### src/rtl/spi_ss_ctrl.sv
// spi_ss_ctrl: SPI slave-select and frame-timing controller.
// Drives one active-low select for FRAME_BITS SCK periods per send request,
// then pulses receive_data_o. Retrigger, abort on disable and an
// out-of-range select error are handled in the single-process FSM.
// Optional feature macro: SPI_SS_GUARD_EN adds a HOLD guard interval of
// half an SCK period (all selects high) after every completed frame, with
// one pending request captured during HOLD.
module spi_ss_ctrl #(
    parameter int NUM_SS     = 4,
    parameter int FRAME_BITS = 8,
    parameter int CNT_W      = 16,
    localparam int SEL_W     = (NUM_SS > 1) ? $clog2(NUM_SS) : 1
) (
    input  logic              PCLK,
    input  logic              PRESET_n,
    input  logic [1:0]        spi_mode_i,
    input  logic              mstr_i,
    input  logic              spiswai_i,
    input  logic              send_data_i,
    input  logic [SEL_W-1:0]  ss_sel_i,
    input  logic [11:0]       BaudRateDivisor_i,
    output logic [NUM_SS-1:0] ss_n_o,
    output logic              receive_data_o,
    output logic              tip_o,
    output logic              sel_err_o
);

    // Product of half (<= 2047), 2 and FRAME_BITS (<= 32) fits in 18 bits.
    localparam int PROD_W = 18;
    localparam logic [SEL_W:0] NUM_SS_L = (SEL_W + 1)'(NUM_SS);

`ifdef SPI_SS_GUARD_EN
    typedef enum logic [1:0] {ST_IDLE, ST_ACTIVE, ST_HOLD} state_t;
`else
    typedef enum logic [1:0] {ST_IDLE, ST_ACTIVE} state_t;
`endif

    // Frame length in PCLK cycles: half*2*FRAME_BITS, half forced to at
    // least 1, saturated to the counter width.
    function automatic logic [CNT_W-1:0] calc_target(input logic [11:0] div);
        logic [11:0]       h;
        logic [PROD_W-1:0] p;
        h = div >> 1;
        if (h == 12'd0) h = 12'd1;
        p = PROD_W'(h) * PROD_W'(2 * FRAME_BITS);
        if ((p >> CNT_W) != '0) return '1;
        return CNT_W'(p);
    endfunction

    // Active-low one-cold select pattern for slave index s.
    function automatic logic [NUM_SS-1:0] sel_mask(input logic [SEL_W-1:0] s);
        logic [NUM_SS-1:0] m;
        for (int i = 0; i < NUM_SS; i++) m[i] = (SEL_W'(i) != s);
        return m;
    endfunction

    state_t              r_state;
    logic [CNT_W-1:0]    r_cnt;
    logic [SEL_W-1:0]    r_sel;
    logic [NUM_SS-1:0]   r_ss_n;
    logic                r_rx;
    logic                r_err;

    logic                w_en;
    logic                w_sel_ok;
    logic [CNT_W-1:0]    w_target;
    logic                w_last;

    assign w_en     = mstr_i & ((spi_mode_i == 2'b00) | ((spi_mode_i == 2'b01) & ~spiswai_i));
    assign w_sel_ok = ({1'b0, ss_sel_i} < NUM_SS_L);
    assign w_target = calc_target(BaudRateDivisor_i);
    // Target is re-evaluated every cycle, so a shrinking divisor ends the
    // frame on the next edge once the count has already passed it.
    assign w_last   = (r_cnt >= (w_target - CNT_W'(1)));

`ifdef SPI_SS_GUARD_EN
    logic [11:0]         w_half;
    logic [11:0]         r_hold;
    logic                r_pend;
    logic [SEL_W-1:0]    r_pend_sel;

    assign w_half = (BaudRateDivisor_i[11:1] == 11'd0) ? 12'd1 : {1'b0, BaudRateDivisor_i[11:1]};
`endif

    // Frame FSM with registered select, completion and error outputs.
    always_ff @(posedge PCLK or negedge PRESET_n) begin
        if (!PRESET_n) begin
            r_state    <= ST_IDLE;
            r_cnt      <= '0;
            r_sel      <= '0;
            r_ss_n     <= '1;
            r_rx       <= 1'b0;
            r_err      <= 1'b0;
`ifdef SPI_SS_GUARD_EN
            r_hold     <= '0;
            r_pend     <= 1'b0;
            r_pend_sel <= '0;
`endif
        end else begin
            r_rx  <= 1'b0;
            r_err <= 1'b0;
            if (!w_en) begin
                // Disable aborts silently from any state.
                r_state <= ST_IDLE;
                r_cnt   <= '0;
                r_ss_n  <= '1;
`ifdef SPI_SS_GUARD_EN
                r_hold  <= '0;
                r_pend  <= 1'b0;
`endif
            end else begin
                case (r_state)
                    ST_IDLE: begin
                        if (send_data_i) begin
                            if (w_sel_ok) begin
                                r_sel   <= ss_sel_i;
                                r_cnt   <= '0;
                                r_ss_n  <= sel_mask(ss_sel_i);
                                r_state <= ST_ACTIVE;
                            end else begin
                                r_err <= 1'b1;
                            end
                        end
                    end
                    ST_ACTIVE: begin
                        if (send_data_i) begin
                            // Retrigger beats completion; selected slave kept.
                            r_cnt  <= '0;
                            r_ss_n <= sel_mask(r_sel);
                        end else if (w_last) begin
                            r_cnt   <= '0;
                            r_ss_n  <= '1;
                            r_rx    <= 1'b1;
`ifdef SPI_SS_GUARD_EN
                            r_state <= ST_HOLD;
                            r_hold  <= '0;
                            r_pend  <= 1'b0;
`else
                            r_state <= ST_IDLE;
`endif
                        end else begin
                            r_cnt  <= r_cnt + CNT_W'(1);
                            r_ss_n <= sel_mask(r_sel);
                        end
                    end
`ifdef SPI_SS_GUARD_EN
                    ST_HOLD: begin
                        if (r_hold >= (w_half - 12'd1)) begin
                            r_hold <= '0;
                            r_pend <= 1'b0;
                            if (send_data_i && w_sel_ok) begin
                                r_sel   <= ss_sel_i;
                                r_cnt   <= '0;
                                r_ss_n  <= sel_mask(ss_sel_i);
                                r_state <= ST_ACTIVE;
                            end else begin
                                if (send_data_i) r_err <= 1'b1;
                                if (r_pend) begin
                                    r_sel   <= r_pend_sel;
                                    r_cnt   <= '0;
                                    r_ss_n  <= sel_mask(r_pend_sel);
                                    r_state <= ST_ACTIVE;
                                end else begin
                                    r_state <= ST_IDLE;
                                end
                            end
                        end else begin
                            r_hold <= r_hold + 12'd1;
                            if (send_data_i) begin
                                if (w_sel_ok) begin
                                    r_pend     <= 1'b1;
                                    r_pend_sel <= ss_sel_i;
                                end else begin
                                    r_err <= 1'b1;
                                end
                            end
                        end
                    end
`endif
                    default: begin
                        r_state <= ST_IDLE;
                        r_cnt   <= '0;
                        r_ss_n  <= '1;
                    end
                endcase
            end
        end
    end

    assign ss_n_o         = r_ss_n;
    assign receive_data_o = r_rx;
    assign sel_err_o      = r_err;
    assign tip_o          = ~(&r_ss_n);

endmodule

### config.mk
export PLATFORM = sky130hd
export DESIGN_NAME = spi_ss_ctrl
export DESIGN_NICKNAME = d
export VERILOG_FILES = /design/src/rtl/spi_ss_ctrl.sv
export SDC_FILE = /design/constraint.sdc
export NUM_CORES = 1
export LEC_CHECK = 0
export CAP_MARGIN = 30
export CORE_ASPECT_RATIO = 0.5
export CORE_MARGIN = 4
export CORE_UTILIZATION = 58
export DETAILED_ROUTE_END_ITERATION = 7
export GPL_TIMING_DRIVEN = 0
export PLACE_DENSITY = 0.85
export REMOVE_ABC_BUFFERS = 1
export SKIP_CTS_REPAIR_TIMING = 1
export SYNTH_ARGS = -nofsm -noshare
export SYNTH_HDL_FRONTEND = slang
export SYNTH_SLANG_ARGS = --single-unit
### constraint.sdc
create_clock -name PCLK -period 4.17 [get_ports PCLK]
set_input_delay 0.834 -clock PCLK [delete_from_list [all_inputs] [get_ports PCLK]]
set_output_delay 0.834 -clock PCLK [all_outputs]
set_load 0.02 [all_outputs]
==> results of run 1 <==
-- cell usage in the layout, fill, tap and decap left out, types with 5 or more instances in the layout --
cell / synthesis / final
nand4_1: 6 / 6
nand3_1: 13 / 13
a31oi_1: 18 / 18
nand2_1: 26 / 25
clkdlybuf4s50_1: 0 / 23
dfrtp_1: 20 / 20
a21oi_1: 8 / 8
ha_1: 14 / 14
nor2_1: 11 / 10
inv_1: 8 / 8
o22ai_1: 5 / 5
-- routing by layer --
metal  up-vias  wire (µm)  global-route usage (%)
li1        854          -                       -
met1       855       2060                    29.2
met2        86       2290                    39.8
met3        11        379                    4.72
met4         0         70                    6.33
met5         -          0                       0
-- path summary, 6_finish.rpt --
path                                           start               endpoint  slack, ps  cells after the start
max in group asynchronous                   PRESET_n   r_cnt[3]$_DFFE_PN0P_       2680                      2
min in group asynchronous                   PRESET_n  r_cnt[15]$_DFFE_PN0P_        970                      1
worst min register to register  r_cnt[1]$_DFFE_PN0P_   r_cnt[1]$_DFFE_PN0P_        530                      1
worst max register to register  r_cnt[6]$_DFFE_PN0P_   r_cnt[3]$_DFFE_PN0P_       1880                      6
worst min-delay path            r_cnt[1]$_DFFE_PN0P_   r_cnt[1]$_DFFE_PN0P_        530                      1
worst max-delay path            BaudRateDivisor_i[2]   r_cnt[2]$_DFFE_PN0P_        250                     13
-- flip-flops by register name, indices dropped and copies added, names as in the netlist --
register        cells
r_cnt              16
r_sel               2
r_state             1
receive_data_o      1
ss_n_o              4
-- cell families (layout without fill, tap and decap cells) --
| group | count (synthesis) | in the layout | synth area share [%] |
|---|---|---|---|
| compound gates | 57 | 58 | 21.4 |
| xor+xnor | 7 | 7 | 3.26 |
| fa+ha+maj | 14 | 14 | 9.32 |
| buf+inv | 17 | 42 | 4.73 |
| flops | 24 | 24 | 32.2 |
| mux | 2 | 2 | 1.13 |
| other cells | 2 | 2 | 0.400 |
| simple gates | 90 | 90 | 27.5 |
-- per-stage QoR --
stage,cell area (µm²),std cells,worst slack [ps],total power [mW],hold slack (ps)
6_report,2320,279,247,0.469,525
5_1_grt,2320,279,-1.65,0.488,554
4_1_cts,2200,275,-121,0.466,529
3_5_place_dp,2150,271,-392,0.325,511
3_3_place_gp,2120,269,-726,0.320,496
2_1_floorplan,1820,204,339,0.282,480
-- final cells by class --
type / instances / area (µm²) / area share [%]
Timing Repair Buffer: 30 / 338 / 14.6
Tap cell: 40 / 50.0 / 2.16
Inverter: 8 / 30.0 / 1.29
Sequential cell: 24 / 606 / 26.1
Clock buffer: 4 / 45.0 / 1.94
Multi-Input combinational cell: 173 / 1250 / 53.9
-- critical path, cell delays in order --
cell	delay, ps
clkdlybuf4s50_1	480
nor4_4	350
nand2b_1	120
or3_1	380
nor4_2	180
xnor2_1	170
ha_1	270
a21oi_1	150
o21ai_1	140
a2111oi_4	550
buf_4	240
nand3b_1	80
a31oi_1	160
-- power breakdown --
group / switching (mW) / internal [mW] / leakage, nW
sequential: 0.00633 / 0.239 / 0.318
combinational: 0.0418 / 0.0391 / 0.566
clock: 0.0747 / 0.0684 / 0.0228
total: 0.123 / 0.346 / 0.907
==> results.md, run 1 <==
- Layout cells sized above 1: 12.1%
- Gpl congestion: 0.840
- Maximum Capacitance Violations: 0
- GRT Residual Overflow: 0
- EDFF count, synth: 0
- Via count: 1806
- Post-synth ARST share: 100%
- Final wirelength: 4.80 mm
- Number of DRC markers in iteration 0: 199
- Top cell type's share of synthesized area: 26.6%
- Mean Syn Cell Area: 8.82 µm²
- Slew @ Worst Pin: 683 ps
- GRT Resource Usage Total: 22.6%
- Clk sinks: 24
- Status: finished, final reports clean
- Post-Synthesis Cells: 213
- Critical Path End Type: flop
- FF+latch count, synth: 24
- Largest net degree at the start of global routing: 29
- DRC viols: 0
- CTS Buf Count: 3
- Clk pin slew, worst setup/hold paths: 80 ps
- Synthesized area: 0.00188 mm²
- Top cells by count, synth: 26 x nand2_1, 20 x dfrtp_1, 18 x a31oi_1, 14 x ha_1, 13 x nand3_1
- Hpwl dp: 3.27 mm
- Cells taking the most area after synthesis: dfrtp_1 27%, ha_1 9.3%, a31oi_1 6.0%, dfstp_2 5.6%, nand2_1 5.2%
- F_max: 0.255 GHz
- Critical Path Fanout Max: 6
- Setup Total Neg Slack: 0 ps
- Type of the most critical hold path: reg2reg
- Core area: 0.00305 mm²
- Peak supply drop: 0.000206 V
- Post-layout util: 76.1%
- Ant. Diodes: 0
- Critical path startpoint category: input pin
- Max_slew headroom: 54.3%
- Fillers: 213
- Dominant cell type by area after synthesis: dfrtp_1
- Crit path arrival time: 4110 ps
- Synth Warn #: 0
- Crit Path Class: in2reg
- Syn-to-layout area delta: 23.4%
- Fin crit period: 3920 ps
- H-tree levels: 1
- DR pass1 iterations: 4
- Max Slew Vio Count: 0
- Via density: 6.47
- WP data required: 4360 ps
- First-pass GRT wire length: 7.37 mm
- Clock skew: 6.85 ps
- CTS tree: built
- Clock latency at the later pin of the worst-skew pair: 270 ps
- Die X: 88.5 µm
- Yosys cell types: 51
- Leakage Power: 0.907 nW
- Main synth FF type: dfrtp_1
- Final hold viol count: 0
- Post-synthesis sequential area ratio: 32.2%
- Die H: 48.3 µm
- Vias in the first global route: 1607
- P per Cell Area: 202 mW/mm²
- NumNets Final: 275
- # rows: 14
- Initial Util: 61.7%
- Count leader, synth: nand2_1
- Port Buf Inserts: 25
- Max Buffers Root-to-Sink: 2
- Final setup viols: 0
- Initial antenna violation count: 0
- Fin crit share: 94.1%
- Clock root buffer: clkbuf_8
- Post-DR wirelength/cell: 17.2 µm
- I/O pin count: 28
- Die area: 0.00427 mm²
- Remaining antenna violation count: 0
Power figures use the tool's default switching activity.
==> run 2: changes to the inputs <==
- MAX_ROUTING_LAYER: not set -> met4
==> run 2 against run 1 <==
Compared with the run above:
- flip-flop and latch count unchanged
- combinational power hardly changed
- via count down 2.2%
- final cell count did not move
- total power barely moved
- first-iteration DRC count grew 16%
- worst hold slack barely moved
- global-route usage grew 0.78 points
- sequential share of layout area unchanged
- clock skew is essentially flat
- largest cell class unchanged
==> results.md, run 2 (synthesis results as in run 1) <==
- WP data required: 4360 ps (about the same)
- Reg-to-reg endpoint: r_cnt[3]$_DFFE_PN0P_ (unchanged)
- Remaining antenna violation count: 0 (unchanged)
- Clock latency at the later pin of the worst-skew pair: 270 ps (about the same)
- Critical path startpoint category: input pin (unchanged)
- Worst stage delay on the critical path: 580 ps (was 550 ps)
- Flip-flop and latch area: 606 µm² (unchanged)
- Hpwl dp: 3.27 mm (unchanged)
- Min-delay src: r_cnt[1]$_DFFE_PN0P_ (unchanged)
- I/O pin count: 28 (unchanged)
- Critical Path End Type: flop (unchanged)
- Crit Path Class: in2reg (unchanged)
- Initial antenna violation count: 0 (unchanged)
- Max Slew Vio Count: 0 (unchanged)
- DR pass1 iterations: 4 (unchanged)
- Via density: 6.33 (was 6.47)
- Final hold slack: 525 ps (about the same)
- Gpl congestion: 0.853 (was 0.840)
- Vias in the first global route: 1616 (was 1607)
- Type of the most critical hold path: reg2reg (unchanged)
- Multi-input logic area: 0.00125 mm² (unchanged)
- Layout cells sized above 1: 12.1% (unchanged)
- Die area: 0.00427 mm² (unchanged)
- Core area: 0.00305 mm² (unchanged)
- WHS Endpoint: r_cnt[1]$_DFFE_PN0P_ (unchanged)
- Port Buf Inserts: 25 (unchanged)
- Clock skew: 7.00 ps (was 6.85 ps)
- CTS tree: built (unchanged)
- F_max: 0.256 GHz (was 0.255 GHz)
- Die H: 48.3 µm (unchanged)
- NumNets Final: 275 (unchanged)
- Maximum Capacitance Violations: 0 (unchanged)
- H-tree levels: 1 (unchanged)
- Fin crit period: 3910 ps (was 3920 ps)
- Die X: 88.5 µm (unchanged)
- Slew @ Worst Pin: 686 ps (was 683 ps)
- Crit path arrival time: 4100 ps (was 4110 ps)
- Slowest-stage cell, CP: clkdlybuf4s50_1 (was a2111oi_4)
- Top reg by flops: r_cnt (unchanged)
- Clk sinks: 24 (unchanged)
- Max_slew headroom: 54.1% (was 54.3%)
- GRT Residual Overflow: 0 (unchanged)
- Post-layout util: 76.1% (unchanged)
- Initial Util: 61.7% (unchanged)
- Final wirelength: 4.75 mm (was 4.80 mm)
- Most frequent cells in the layout: 25 x nand2_1, 23 x clkdlybuf4s50_1, 20 x dfrtp_1, 18 x a31oi_1, 14 x ha_1 (unchanged)
- Largest register FFs: 16 (unchanged)
- R2r startpoint: r_cnt[6]$_DFFE_PN0P_ (unchanged)
- Via count: 1767 (was 1806)
- Clk pin slew, worst setup/hold paths: 80 ps (about the same)
- First-pass GRT wire length: 7.36 mm (was 7.37 mm)
- Final hold viol count: 0 (unchanged)
- Syn-to-layout area delta: 23.4% (unchanged)
- Final setup viols: 0 (unchanged)
- GRT Resource Usage Total: 23.4% (was 22.6%)
- Fin crit share: 93.8% (was 94.1%)
- Critical-path cell list: clkdlybuf4s50_1, nor4_4, nor2b_4, a31o_2, inv_1, ha_1, nand2_2, nor3_4, nand2_1, xor2_1, ha_1, nand2_1, o21ai_1, a2111oi_4, buf_4, nand3b_1, a31oi_1 (was clkdlybuf4s50_1, nor4_4, nand2b_1, or3_1, nor4_2, xnor2_1, ha_1, a21oi_1, o21ai_1, a2111oi_4, buf_4, nand3b_1, a31oi_1)
- Overall Power: 0.469 mW (about the same)
- R2R Setup Slk: 1890 ps (was 1880 ps)
- Ant. Diodes: 0 (unchanged)
- Critical Path Fanout Max: 6 (unchanged)
- Max Buffers Root-to-Sink: 2 (unchanged)
- Fillers: 213 (unchanged)
- Largest net degree at the start of global routing: 29 (unchanged)
- Peak supply drop: 0.000206 V (about the same)
- Most common cell after layout, fill and taps aside: nand2_1 (unchanged)
- DRC viols: 0 (unchanged)
- Number of DRC markers in iteration 0: 230 (was 199)
- WHS Path Cells: 1 (unchanged)
- Worst path buffer plus inverter count: 3 (was 2)
- Status: finished, final reports clean (unchanged)
- P per Cell Area: 202 mW/mm² (about the same)
- Post-DR wirelength/cell: 17.0 µm (was 17.2 µm)
- # rows: 14 (unchanged)
- Worst r2r path cells: 6 (unchanged)
- CP top delay family: compound AO/OA/AOI/OAI gates (was simple AND/OR/NAND/NOR gates)
- CTS Buf Count: 3 (unchanged)
- Leakage Power: 0.907 nW (unchanged)
- Clock root buffer: clkbuf_8 (unchanged)
run 2: through the flow:
stage / worst slack (ps) / cells / instance area, µm² / TNS, ps
3_3_place_gp: -726 / 269 / 2120 / -10880
2_1_floorplan: 339 / 204 / 1820 / 0
4_1_cts: -121 / 275 / 2200 / -872
6_report: 257 / 279 / 2320 / 0
5_1_grt: -1.68 / 279 / 2320 / -1.68
3_5_place_dp: -392 / 271 / 2150 / -6540
run 2: final cells by class:
cell class	instances	share of cell area, %
sequential	24	26.1
clock buffer	4	1.94
timing repair buffer	30	14.6
inverter	8	1.29
multi-input combinational	173	53.9
tap	40	2.16
run 2: metal layers:
metal | global-route usage (%) | routed length, µm
met1 | 29.0 | 2070
met3 | 4.89 | 351
met5 | - | 0
met2 | 40.0 | 2240
met4 | 6.33 | 76
run 2: worst max path at each step:
| stage | from | slack (ps) | to | cells past startpoint |
|---|---|---|---|---|
| 3_5_place_dp | BaudRateDivisor_i[8] | -390 | r_cnt[4]$_DFFE_PN0P_ | 16 |
| 4_1_cts | BaudRateDivisor_i[7] | -120 | r_cnt[4]$_DFFE_PN0P_ | 16 |
| 2_1_floorplan | BaudRateDivisor_i[8] | 340 | r_cnt[12]$_DFFE_PN0P_ | 15 |
| 5_1_grt | BaudRateDivisor_i[2] | -2 | r_cnt[2]$_DFFE_PN0P_ | 13 |
| 3_3_place_gp | BaudRateDivisor_i[7] | -730 | r_cnt[0]$_DFFE_PN0P_ | 16 |
| 6_report | BaudRateDivisor_i[9] | 260 | r_cnt[2]$_DFFE_PN0P_ | 17 |
run 2: power breakdown:
group          internal (mW)  switching (mW)
sequential             0.239         0.00628
combinational         0.0391          0.0419
clock                 0.0684          0.0748
total                  0.346           0.123
==> run 3: changes to the inputs <==
- CORE_UTILIZATION: 58 -> 35
- MAX_ROUTING_LAYER: met4 -> not set
- PLACE_DENSITY: 0.85 -> not set
==> run 3 against run 2 <==
Compared with the run above:
- die area grew 56%
- sequential power is essentially flat
- critical path depth is the same
- largest power group unchanged
==> results.md, run 3 (synthesis results as in run 1) <==
- First-pass GRT wire length: 7.94 mm (was 7.36 mm)
- Leakage Power: 0.914 nW (was 0.907 nW)
- Initial antenna violation count: 0 (unchanged)
- Die area: 0.00668 mm² (was 0.00427 mm²)
- NetSw: 0.128 mW (was 0.123 mW)
- RSZ-0062 raised after global routing: false
- WP data required: 4360 ps (about the same)
- Layout cells sized above 1: 13.3% (was 12.1%)
- GRT Residual Overflow: 0 (unchanged)
- Via count: 1760 (was 1767)
- Non-filler instance count after layout: 311 (was 279)
- Sequential power share: 49.8% (was 52.2%)
- Peak supply drop: 0.0000975 V (was 0.000206 V)
- Gpl congestion: 0.793 (was 0.853)
- Ant. Diodes: 0 (unchanged)
- Fin crit period: 3930 ps (was 3910 ps)
- I/O pin count: 28 (unchanged)
- Final setup viols: 0 (unchanged)
- Combinational share of power: 16.5% (was 17.3%)
- Multi-input logic area: 0.00126 mm² (was 0.00125 mm²)
- Status: finished, final reports clean (unchanged)
- Reg-to-reg endpoint: r_cnt[5]$_DFFE_PN0P_ (was r_cnt[3]$_DFFE_PN0P_)
- Worst r2r path cells: 6 (unchanged)
- Hpwl dp: 3.36 mm (was 3.27 mm)
- Critical Path End Type: flop (unchanged)
- Inst Count DP: 301 (was 271)
- # rows: 18 (was 14)
- CP dominant cell by count: nand2_1
- CTS Buf Count: 3 (unchanged)
- Clk pwr share: 33.7% (was 30.5%)
- Die X: 112 µm (was 88.5 µm)
- Syn-to-layout area delta: 25.5% (was 23.4%)
- Number of DRC markers in iteration 0: 81 (was 230)
- Most frequent cells in the layout: 26 x nand2_1, 24 x clkdlybuf4s50_1, 20 x dfrtp_1, 18 x a31oi_1, 14 x ha_1 (was 25 x nand2_1, 23 x clkdlybuf4s50_1, 20 x dfrtp_1, 18 x a31oi_1, 14 x ha_1)
- Clk pin slew, worst setup/hold paths: 90 ps (was 80 ps)
- Min-delay src: r_cnt[0]$_DFFE_PN0P_ (was r_cnt[1]$_DFFE_PN0P_)
- R2r startpoint: r_cnt[5]$_DFFE_PN0P_ (was r_cnt[6]$_DFFE_PN0P_)
- Type of the most critical hold path: reg2reg (unchanged)
- Via density: 5.66 (was 6.33)
- Max Buffers Root-to-Sink: 2 (unchanged)
- Largest register FFs: 16 (unchanged)
- Fillers: 483 (was 213)
- Switch share: 26.0% (was 26.2%)
- F_max: 0.254 GHz (was 0.256 GHz)
- Max_slew headroom: 58.1% (was 54.1%)
- GRT Resource Usage Total: 14.5% (was 23.4%)
- WHS Endpoint: r_cnt[0]$_DFFE_PN0P_ (was r_cnt[1]$_DFFE_PN0P_)
- Finished layout cell area: 0.00236 mm² (was 0.00232 mm²)
- H-tree levels: 1 (unchanged)
- Worst stage delay on the critical path: 470 ps (was 580 ps)
- Maximum Capacitance Violations: 0 (unchanged)
- Final hold viol count: 0 (unchanged)
- Die H: 59.8 µm (was 48.3 µm)
- Critical path startpoint category: input pin (unchanged)
- Max Slew Vio Count: 0 (unchanged)
- WHS Path Cells: 1 (unchanged)
- Port Buf Inserts: 25 (unchanged)
- Setup Total Neg Slack: 0 ps (unchanged)
- Vias in the first global route: 1701 (was 1616)
- Top reg by flops: r_cnt (unchanged)
- Fin crit share: 94.3% (was 93.8%)
- DR pass1 iterations: 4 (unchanged)
- CP top delay family: simple AND/OR/NAND/NOR gates (was compound AO/OA/AOI/OAI gates)
- Remaining antenna violation count: 0 (unchanged)
- Post-layout util: 46.8% (was 76.1%)
- DP Area: 0.00220 mm² (was 0.00215 mm²)
- DRC viols: 0 (unchanged)
- Critical Path Fanout Max: 6 (unchanged)
- P per Cell Area: 208 mW/mm² (was 202 mW/mm²)
- Clock latency at the later pin of the worst-skew pair: 270 ps (about the same)
- Initial Util: 37.3% (was 61.7%)
- Crit path arrival time: 4130 ps (was 4100 ps)
- Final wirelength: 4.86 mm (was 4.75 mm)
- Slew @ Worst Pin: 626 ps (was 686 ps)
- Slowest-stage cell, CP: clkdlybuf4s50_1 (unchanged)
- Worst path buffer plus inverter count: 3 (unchanged)
- Largest net degree at the start of global routing: 29 (unchanged)
- Final hold slack: 526 ps (was 525 ps)
- CTS tree: built (unchanged)
- Post-DR wirelength/cell: 15.6 µm (was 17.0 µm)
- Internal: 0.363 mW (was 0.346 mW)
- NumNets Final: 277 (was 275)
- Critical-path cell list: clkdlybuf4s50_1, nor4_2, nor2b_4, a31o_2, inv_1, ha_1, nand2_1, nor3_4, nand2_1, xor2_1, ha_1, nand2_1, o21ai_2, a2111oi_4, buf_4, nand3_1, a31oi_1 (was clkdlybuf4s50_1, nor4_4, nor2b_4, a31o_2, inv_1, ha_1, nand2_2, nor3_4, nand2_1, xor2_1, ha_1, nand2_1, o21ai_1, a2111oi_4, buf_4, nand3b_1, a31oi_1)
- Crit Path Class: in2reg (unchanged)
- Clock skew: 2.46 ps (was 7.00 ps)
- Flip-flop and latch area: 606 µm² (unchanged)
- Clk sinks: 24 (unchanged)
- Clock root buffer: clkbuf_8 (unchanged)
- Core area: 0.00504 mm² (was 0.00305 mm²)
- Critical Path Start: BaudRateDivisor_i[9] (unchanged)
- Most common cell after layout, fill and taps aside: nand2_1 (unchanged)
- R2R Setup Slk: 1830 ps (was 1890 ps)
[run 3: changes by cell type in the layout (fill, tap and decap cells not counted), sizes merged]
| cell | previous run | this run |
|---|---|---|
| o211ai | 6 | 7 |
| clkbuf | 5 | 4 |
| dlymetal6s2s | 2 | 1 |
| clkdlybuf4s50 | 23 | 24 |
| buf | 4 | 6 |
[run 3: final cells by class]
class	count	share of cell area, %
Multi-Input combinational cell	174	53.4
Sequential cell	24	25.7
Timing Repair Buffer	31	13.6
Tap cell	70	3.71
Clock buffer	4	2.33
Inverter	8	1.27
[run 3: per-stage QoR]
step	setup slack [ps]	power, mW
floorplan	339	0.282
CTS	-245	0.491
detailed placement	-508	0.326
finish	236	0.491
global placement	-786	0.321
global route	9.22	0.514
[run 3: power groups by stage]
stage          Clock [mW]  Sequential [mW]  Combinational, mW
3_5_place_dp            0            0.249             0.0774
6_report            0.165            0.244             0.0812
2_1_floorplan           0            0.249             0.0331
4_1_cts             0.169            0.244             0.0779
3_3_place_gp            0            0.249             0.0722
5_1_grt             0.177            0.246             0.0906
[run 3: routing by layer]
layer / track usage (%) / up-vias / part of all wire [%]
li1: - / 865 / -
met1: 18.9 / 825 / 48
met2: 25.0 / 64 / 45
met3: 3.13 / 6 / 6.1
met4: 3.81 / 0 / 1.2
met5: 0 / - / 0
[run 3: worst register-to-register path: stages, from the launching register on]
cell      delay [ps]
dfrtp_1          510
ha_1             360
and4_1           160
a221o_1          440
o211ai_4         460
nand3_1          130
a31oi_1          200
[run 3: how the worst max path moves through the flow]
| stage | to | slack, ps | depth (start not counted) |
|---|---|---|---|
| after floorplan | r_cnt[12]$_DFFE_PN0P_ | 340 | 15 |
| after global placement | r_cnt[12]$_DFFE_PN0P_ | -790 | 16 |
| after detailed placement | r_cnt[6]$_DFFE_PN0P_ | -510 | 17 |
| after CTS | r_cnt[4]$_DFFE_PN0P_ | -250 | 17 |
| after global routing | r_cnt[2]$_DFFE_PN0P_ | 9 | 17 |
| final | r_cnt[5]$_DFFE_PN0P_ | 240 | 17 |
